--- config.mk ---
export PLATFORM = sky130hd
export DESIGN_NAME = lanzones_fetch_flat
export DESIGN_NICKNAME = d
export VERILOG_FILES = /design/src/rtl/lanzones_fetch_pkg.sv /design/src/rtl/lanzones_fetch_if.sv /design/src/rtl/lanzones_fetch_buf.sv /design/src/rtl/lanzones_fetch.sv /design/src/flat_wrapper.sv
export SDC_FILE = /design/constraint.sdc
export NUM_CORES = 1
export LEC_CHECK = 0
export CORE_MARGIN = 1
export CORE_UTILIZATION = 46
export DETAILED_ROUTE_END_ITERATION = 10
export PLACE_DENSITY = 0.79
export SLEW_MARGIN = 30
export SYNTH_ARGS = -nofsm -noshare
export SYNTH_HDL_FRONTEND = slang
export SYNTH_SLANG_ARGS = --single-unit
export TNS_END_PERCENT = 50
--- constraint.sdc ---
create_clock -name clk -period 2.42 [get_ports clk]
set_clock_uncertainty 0.15 [all_clocks]
set_input_delay 0.605 -clock clk [delete_from_list [all_inputs] [get_ports clk]]
set_output_delay 0.605 -clock clk [all_outputs]
set_load 0.005 [all_outputs]
--- src/rtl/lanzones_fetch_pkg.sv ---
// Shared types and constants for the lanzones fetch stage.
package lanzones_fetch_pkg;

  localparam int XLEN = 32;
  localparam logic [XLEN-1:0] DEF_RESET_PC = '0;

  localparam logic [1:0] ST_IDLE = 2'd0;
  localparam logic [1:0] ST_REQ  = 2'd1;
  localparam logic [1:0] ST_WAIT = 2'd2;

  typedef struct packed {
    logic [XLEN-1:0] pc;
    logic [XLEN-1:0] instr;
  } fetch_ent_t;

  function automatic logic [XLEN-1:0] align_word(input logic [XLEN-1:0] addr);
    return addr & ~(XLEN'(3));
  endfunction

endpackage

--- src/rtl/lanzones_fetch_if.sv ---
// Fetch stage bundle: memory read port, decode handshake, branch redirect and fetch enable.
interface lanzones_fetch_if;
  import lanzones_fetch_pkg::*;

  logic            LEn;
  logic            RRdy;
  logic [XLEN-1:0] RAddr;
  logic            RVld;
  logic [XLEN-1:0] RData;
  logic            IVld;
  logic            IRdy;
  logic [XLEN-1:0] IData;
  logic [XLEN-1:0] IPc;
  logic            BrTaken;
  logic [XLEN-1:0] BrTarget;

  modport master (
    input  LEn, RVld, RData, IRdy, BrTaken, BrTarget,
    output RRdy, RAddr, IVld, IData, IPc
  );

  modport slave (
    output LEn, RVld, RData, IRdy, BrTaken, BrTarget,
    input  RRdy, RAddr, IVld, IData, IPc
  );

endinterface

--- src/rtl/lanzones_fetch_buf.sv ---
// Small sync FIFO of {pc, instr} entries with push, pop, flush and occupancy count.
module lanzones_fetch_buf
  import lanzones_fetch_pkg::*;
#(
  parameter  int DEPTH = 2,
  localparam int AW    = $clog2(DEPTH),
  localparam int CW    = $clog2(DEPTH) + 1
) (
  input  logic          clk,
  input  logic          rst,
  input  logic          push_i,
  input  fetch_ent_t    push_ent_i,
  input  logic          pop_i,
  input  logic          flush_i,
  output fetch_ent_t    head_o,
  output logic [CW-1:0] count_o
);

  fetch_ent_t    mem_q [DEPTH];
  fetch_ent_t    mem_d [DEPTH];
  logic [AW-1:0] wr_q, wr_d, rd_q, rd_d;
  logic [CW-1:0] cnt_q, cnt_d;
  logic          do_pop;

  assign do_pop = pop_i && (cnt_q != '0);

  always_comb begin
    mem_d = mem_q;
    wr_d  = wr_q;
    rd_d  = rd_q;
    cnt_d = cnt_q;
    if (flush_i) begin
      wr_d  = '0;
      rd_d  = '0;
      cnt_d = '0;
    end else begin
      if (push_i) begin
        mem_d[wr_q] = push_ent_i;
        wr_d        = wr_q + 1'b1;
      end
      if (do_pop) rd_d = rd_q + 1'b1;
      cnt_d = cnt_q + CW'(push_i) - CW'(do_pop);
    end
  end

  always_ff @(posedge clk) begin
    if (rst) begin
      for (int i = 0; i < DEPTH; i++) mem_q[i] <= '0;
      wr_q  <= '0;
      rd_q  <= '0;
      cnt_q <= '0;
    end else begin
      // The fetch FSM only requests when a slot is free, so this must never fire.
      assert (!(push_i && !flush_i && cnt_q == CW'(DEPTH)));
      mem_q <= mem_d;
      wr_q  <= wr_d;
      rd_q  <= rd_d;
      cnt_q <= cnt_d;
    end
  end

  assign head_o  = mem_q[rd_q];
  assign count_o = cnt_q;

endmodule

--- src/rtl/lanzones_fetch.sv ---
// Instruction fetch: one outstanding word read, buffered results, branch redirect with flush.
module lanzones_fetch
  import lanzones_fetch_pkg::*;
#(
  parameter logic [XLEN-1:0] RESET_PC  = DEF_RESET_PC,
  parameter int              BUF_DEPTH = 2
) (
  input  logic              clk,
  input  logic              rst,
  lanzones_fetch_if.master  fif
);

  localparam int CW = $clog2(BUF_DEPTH) + 1;

  logic [1:0]      state_q, state_d;
  logic [XLEN-1:0] pc_q, pc_d;
  logic            drop_q, drop_d;

  logic            push, pop, flush;
  logic [CW-1:0]   count, cnt_after;
  logic            room_after;
  fetch_ent_t      head, push_ent;

  assign flush    = fif.BrTaken;
  assign pop      = fif.IVld && fif.IRdy;
  assign push     = (state_q == ST_WAIT) && fif.RVld && !drop_q && !fif.BrTaken;
  assign push_ent = '{pc: pc_q, instr: fif.RData};

  // Occupancy as it will be after this cycle's push/pop/flush; gates the next request.
  always_comb begin
    cnt_after = count;
    if (flush) cnt_after = '0;
    else       cnt_after = count + CW'(push) - CW'(pop);
  end
  assign room_after = cnt_after < CW'(BUF_DEPTH);

  always_comb begin
    state_d = state_q;
    pc_d    = pc_q;
    drop_d  = drop_q;
    case (state_q)
      ST_IDLE: begin
        if (fif.LEn && count < CW'(BUF_DEPTH) && !fif.BrTaken) state_d = ST_REQ;
      end
      ST_REQ: begin
        state_d = ST_WAIT;
        if (fif.BrTaken) drop_d = 1'b1;
      end
      ST_WAIT: begin
        if (fif.RVld) begin
          drop_d  = 1'b0;
          state_d = (fif.LEn && room_after) ? ST_REQ : ST_IDLE;
        end else if (fif.BrTaken) begin
          drop_d = 1'b1;
        end
      end
      default: state_d = ST_IDLE;
    endcase
    if (push)        pc_d = pc_q + XLEN'(4);
    if (fif.BrTaken) pc_d = align_word(fif.BrTarget);
  end

  always_ff @(posedge clk) begin
    if (rst) begin
      state_q <= ST_IDLE;
      pc_q    <= RESET_PC;
      drop_q  <= 1'b0;
    end else begin
      state_q <= state_d;
      pc_q    <= pc_d;
      drop_q  <= drop_d;
    end
  end

  lanzones_fetch_buf #(.DEPTH(BUF_DEPTH)) u_buf (
    .clk       (clk),
    .rst       (rst),
    .push_i    (push),
    .push_ent_i(push_ent),
    .pop_i     (pop),
    .flush_i   (flush),
    .head_o    (head),
    .count_o   (count)
  );

  assign fif.RRdy  = (state_q == ST_REQ);
  assign fif.RAddr = pc_q >> 2;
  assign fif.IVld  = (count != '0);
  assign fif.IData = head.instr;
  assign fif.IPc   = head.pc;

endmodule

--- src/flat_wrapper.sv ---
// flat-port wrapper written by rule: the top's interface ports become plain ports
module lanzones_fetch_flat import lanzones_fetch_pkg::*;
#(
  parameter logic [XLEN-1:0] RESET_PC  = DEF_RESET_PC,
  parameter int              BUF_DEPTH = 2
)
  (clk, rst, fif_LEn, fif_RVld, fif_RData, fif_IRdy, fif_BrTaken, fif_BrTarget, fif_RRdy, fif_RAddr, fif_IVld, fif_IData, fif_IPc);
  lanzones_fetch_if fif_i ();
  input  logic clk;
  input  logic rst;
  input wire logic [$bits(fif_i.LEn)-1:0] fif_LEn;
  input wire logic [$bits(fif_i.RVld)-1:0] fif_RVld;
  input wire logic [$bits(fif_i.RData)-1:0] fif_RData;
  input wire logic [$bits(fif_i.IRdy)-1:0] fif_IRdy;
  input wire logic [$bits(fif_i.BrTaken)-1:0] fif_BrTaken;
  input wire logic [$bits(fif_i.BrTarget)-1:0] fif_BrTarget;
  output wire logic [$bits(fif_i.RRdy)-1:0] fif_RRdy;
  output wire logic [$bits(fif_i.RAddr)-1:0] fif_RAddr;
  output wire logic [$bits(fif_i.IVld)-1:0] fif_IVld;
  output wire logic [$bits(fif_i.IData)-1:0] fif_IData;
  output wire logic [$bits(fif_i.IPc)-1:0] fif_IPc;
  assign fif_i.LEn = fif_LEn;
  assign fif_i.RVld = fif_RVld;
  assign fif_i.RData = fif_RData;
  assign fif_i.IRdy = fif_IRdy;
  assign fif_i.BrTaken = fif_BrTaken;
  assign fif_i.BrTarget = fif_BrTarget;
  assign fif_RRdy = fif_i.RRdy;
  assign fif_RAddr = fif_i.RAddr;
  assign fif_IVld = fif_i.IVld;
  assign fif_IData = fif_i.IData;
  assign fif_IPc = fif_i.IPc;
  lanzones_fetch #(.RESET_PC(RESET_PC), .BUF_DEPTH(BUF_DEPTH)) u_core (.clk(clk), .rst(rst), .fif(fif_i));
endmodule
==> flow_summary.ini <==
[die]
initial_utilization = 0.475
fp.coreArea_um2 = 15400
ioPinCount = 168
die_x_um = 128
die_area_um2 = 16400
num_rows = 45
die_y_um = 128

[critical_path]
critPathLaunch = u_core.u_buf.rd_q
reg2regPathDepth = 6
cp.arrival_ns = 1.72
end_kind = output port
crit_fanout = 4
start_kind = flip-flop
r2r_start = u_core.state_q[0]
criticalPathCategory = reg -> out
worstPathRequired_ns = 1.66

[synthesis]
synth_fa_ha_area_frac = 0.0137
synth_xor_area_frac = 0.0156
synth_compound_area_frac = 0.143
synth_cell_type_count = 53
synth_ff_type = dfxtp_1
synth_edf_count = 0
async_flop_share = 0
synth_cells = 904
synth-simple-area-share = 0.237
syn_avg_cell_area_um2 = 8.08
synth-seq-area-share = 0.441
ys_warn_count = 0
synthMuxAreaShare = 0.0984
ys_seq_elements = 161
synth_top_family_by_area = simple AND/OR/NAND/NOR gates
syn_area_um2 = 7300

[sta]
maxSlewViolCount = 0
setup_ws_ns = -0.0517
setup_viol = 9
rsz0062_at_grt = yes
hold_viol = 0
slew_headroom = 0.594
holdWs_ns = 0.300
worstMarginPinSlew_ns = 0.609
fmax_mhz = 405
tns_ns = -0.374
fin_crit_sh = 1.02
period_needed_ns = 2.47

[pwr]
power.internal_w = 0.00472
p_comb_frac = 0.122
p_switching_w = 0.00155
leakagePower_nw = 3.88
ir_worst_vdd_v = 0.000504
sw_frac_of_total = 0.248
power_per_cell_area_nw_per_um2 = 604
p_seq_frac = 0.449
clkPwrFrac = 0.428

[grt]
grt_pass1_vias = 6588
grt_pass1_wl_mm = 33.1
overflow = 0
grt.total_usage = 0.257
antenna_found_initial = 0
grt_max_degree = 72

[min_path]
worstHoldPathCells = 2
min_path_type = reg -> reg
min-delay-start = u_core.u_buf.mem_q[123]

[route]
drtIter0Drc = 528
dr.pass1.iters = 5
ant_nets = 0
drt-total-wl_mm = 20.9
via_per_inst = 5.37
drc = 0
vias = 7075
drt-wirelength-per-cell_um = 15.9

[cells_and_area]
seq_area_um2 = 3230
final_cells = 1317
nets = 1171
layout-drive-gt1-share = 0.225
multi_input_area_um2 = 3820
final_cell_mix = nand2_1 (268), dfxtp_1 (160), a21oi_1 (135)
num_antenna_cells = 0
fillerInstances = 1260
area_growth_pct = 42.2
final_common_cell = nand2_1

[clock_network]
clock_latency_ns = 0.43
cts_buffers = 17
hold_buffers = 0
clk_pin_slew_ns = 0.06
cts_root_buf = clkbuf_16
cts.sinks = 161
htreeDepth = 4
clock_path_buffers = 2
cts_tree = done

[place]
portBuffers = 161
gp_congestion = 0.822
dp_hpwl_mm = 13.1
dp.cells = 1258

[run_status]
outcome = complete, but fails checks
violations = setup timing

[job]
maxCapViolations = 0
-- state kept, by name (all words and copies together) (netlist names) --
name,flops
u_core.u_buf.mem_q,124
u_core.pc_q,30
u_core.u_buf.wr_q,1
u_core.u_buf.rd_q,1
u_core.u_buf.count_o,2
u_core.state_q,2
u_core.drop_q,1
-- power by group through the flow --
stage | Clock, W | Combinational, W | Sequential, W
after floorplan | 0 | 0.000364 | 0.00285
after global placement | 0 | 0.000758 | 0.00287
after detailed placement | 0 | 0.000764 | 0.00287
after CTS | 0.00271 | 0.000763 | 0.00281
after global routing | 0.00282 | 0.000839 | 0.00283
final | 0.00268 | 0.000767 | 0.00282
-- stage by stage --
stage	instance area [µm²]	util	setup WS [ns]	total power (W)
after floorplan	7310	-	0.0588	0.00322
after global placement	9430	0.614	-0.346	0.00363
after detailed placement	9430	0.614	-0.384	0.00364
after CTS	10300	0.671	-0.158	0.00628
after global routing	10400	0.675	-0.0947	0.00649
final	10400	0.675	-0.0517	0.00627
-- timing repair --
item | in CTS | in global routing
resized for setup | 209 | 50
cloned | 6 | 2
endpoints found under the setup margin | 62 | 45
pin swaps | 0 | 0
setup buffers | 18 | 2
-- cells by family (layout without fill, tap and decap cells) --
family                   Yosys count  in the layout
other                              1              4
buffers and inverters             91            290
XOR/XNOR                          13             13
adder cells (fa/ha/maj)            8              8
AO/OA/AOI/OAI                    184            184
AND/OR/NAND/NOR                  382            382
flip-flops                       161            161
multiplexers                      64             64
-- metal layers --
metal / global-route usage / part of all wire
met4: 0.0969 / 0.021
met3: 0.0513 / 0.055
met1: 0.320 / 0.43
met5: 0 / 0
met2: 0.438 / 0.50
-- critical path, stage by stage (launching register included) --
cell and delay (ns):
dfxtp_4 0.37, buf_12 0.11, buf_12 0.13, buf_16 0.12, buf_12 0.10, mux2_2 0.32
buf_2 0.12
-- cells in the mapped netlist, types with 5 or more instances --
library cell | n | area, µm²
buf_4 | 5 | 37.5
a21oi_1 | 135 | 676
nand3_1 | 14 | 70.1
xor2_1 | 5 | 43.8
dfxtp_1 | 161 | 3220
nor3_1 | 11 | 55.1
nor4_1 | 5 | 31.3
o21ai_0 | 9 | 45.0
nor2_1 | 24 | 90.1
and4_1 | 8 | 70.1
mux2_2 | 62 | 698
or3_1 | 5 | 31.3
nand4_1 | 11 | 68.8
clkbuf_1 | 60 | 225
a311oi_1 | 13 | 114
xnor2_1 | 8 | 70.1
inv_1 | 13 | 48.8
ha_1 | 8 | 100
nand2_1 | 269 | 1010
a211oi_1 | 9 | 67.6
a2111oi_0 | 6 | 52.6
buf_1 | 7 | 26.3
-- final timing paths --
path,slack (ns),end
worst max-delay path,-0.05,fif_IData[21]
worst min-delay path,0.30,u_core.u_buf.mem_q[123]
worst max register to register,0.13,u_core.pc_q[17]
worst min register to register,0.30,u_core.u_buf.mem_q[123]
-- final cells by class --
type / instances / share of cell area
clock inverter: 12 / 0.0129
tap: 211 / 0.0254
sequential: 161 / 0.311
inverter: 13 / 0.00470
multi-input combinational: 655 / 0.368
clock buffer: 20 / 0.0440
timing repair buffer: 245 / 0.234
No activity file was read; power rests on OpenSTA's default activity.
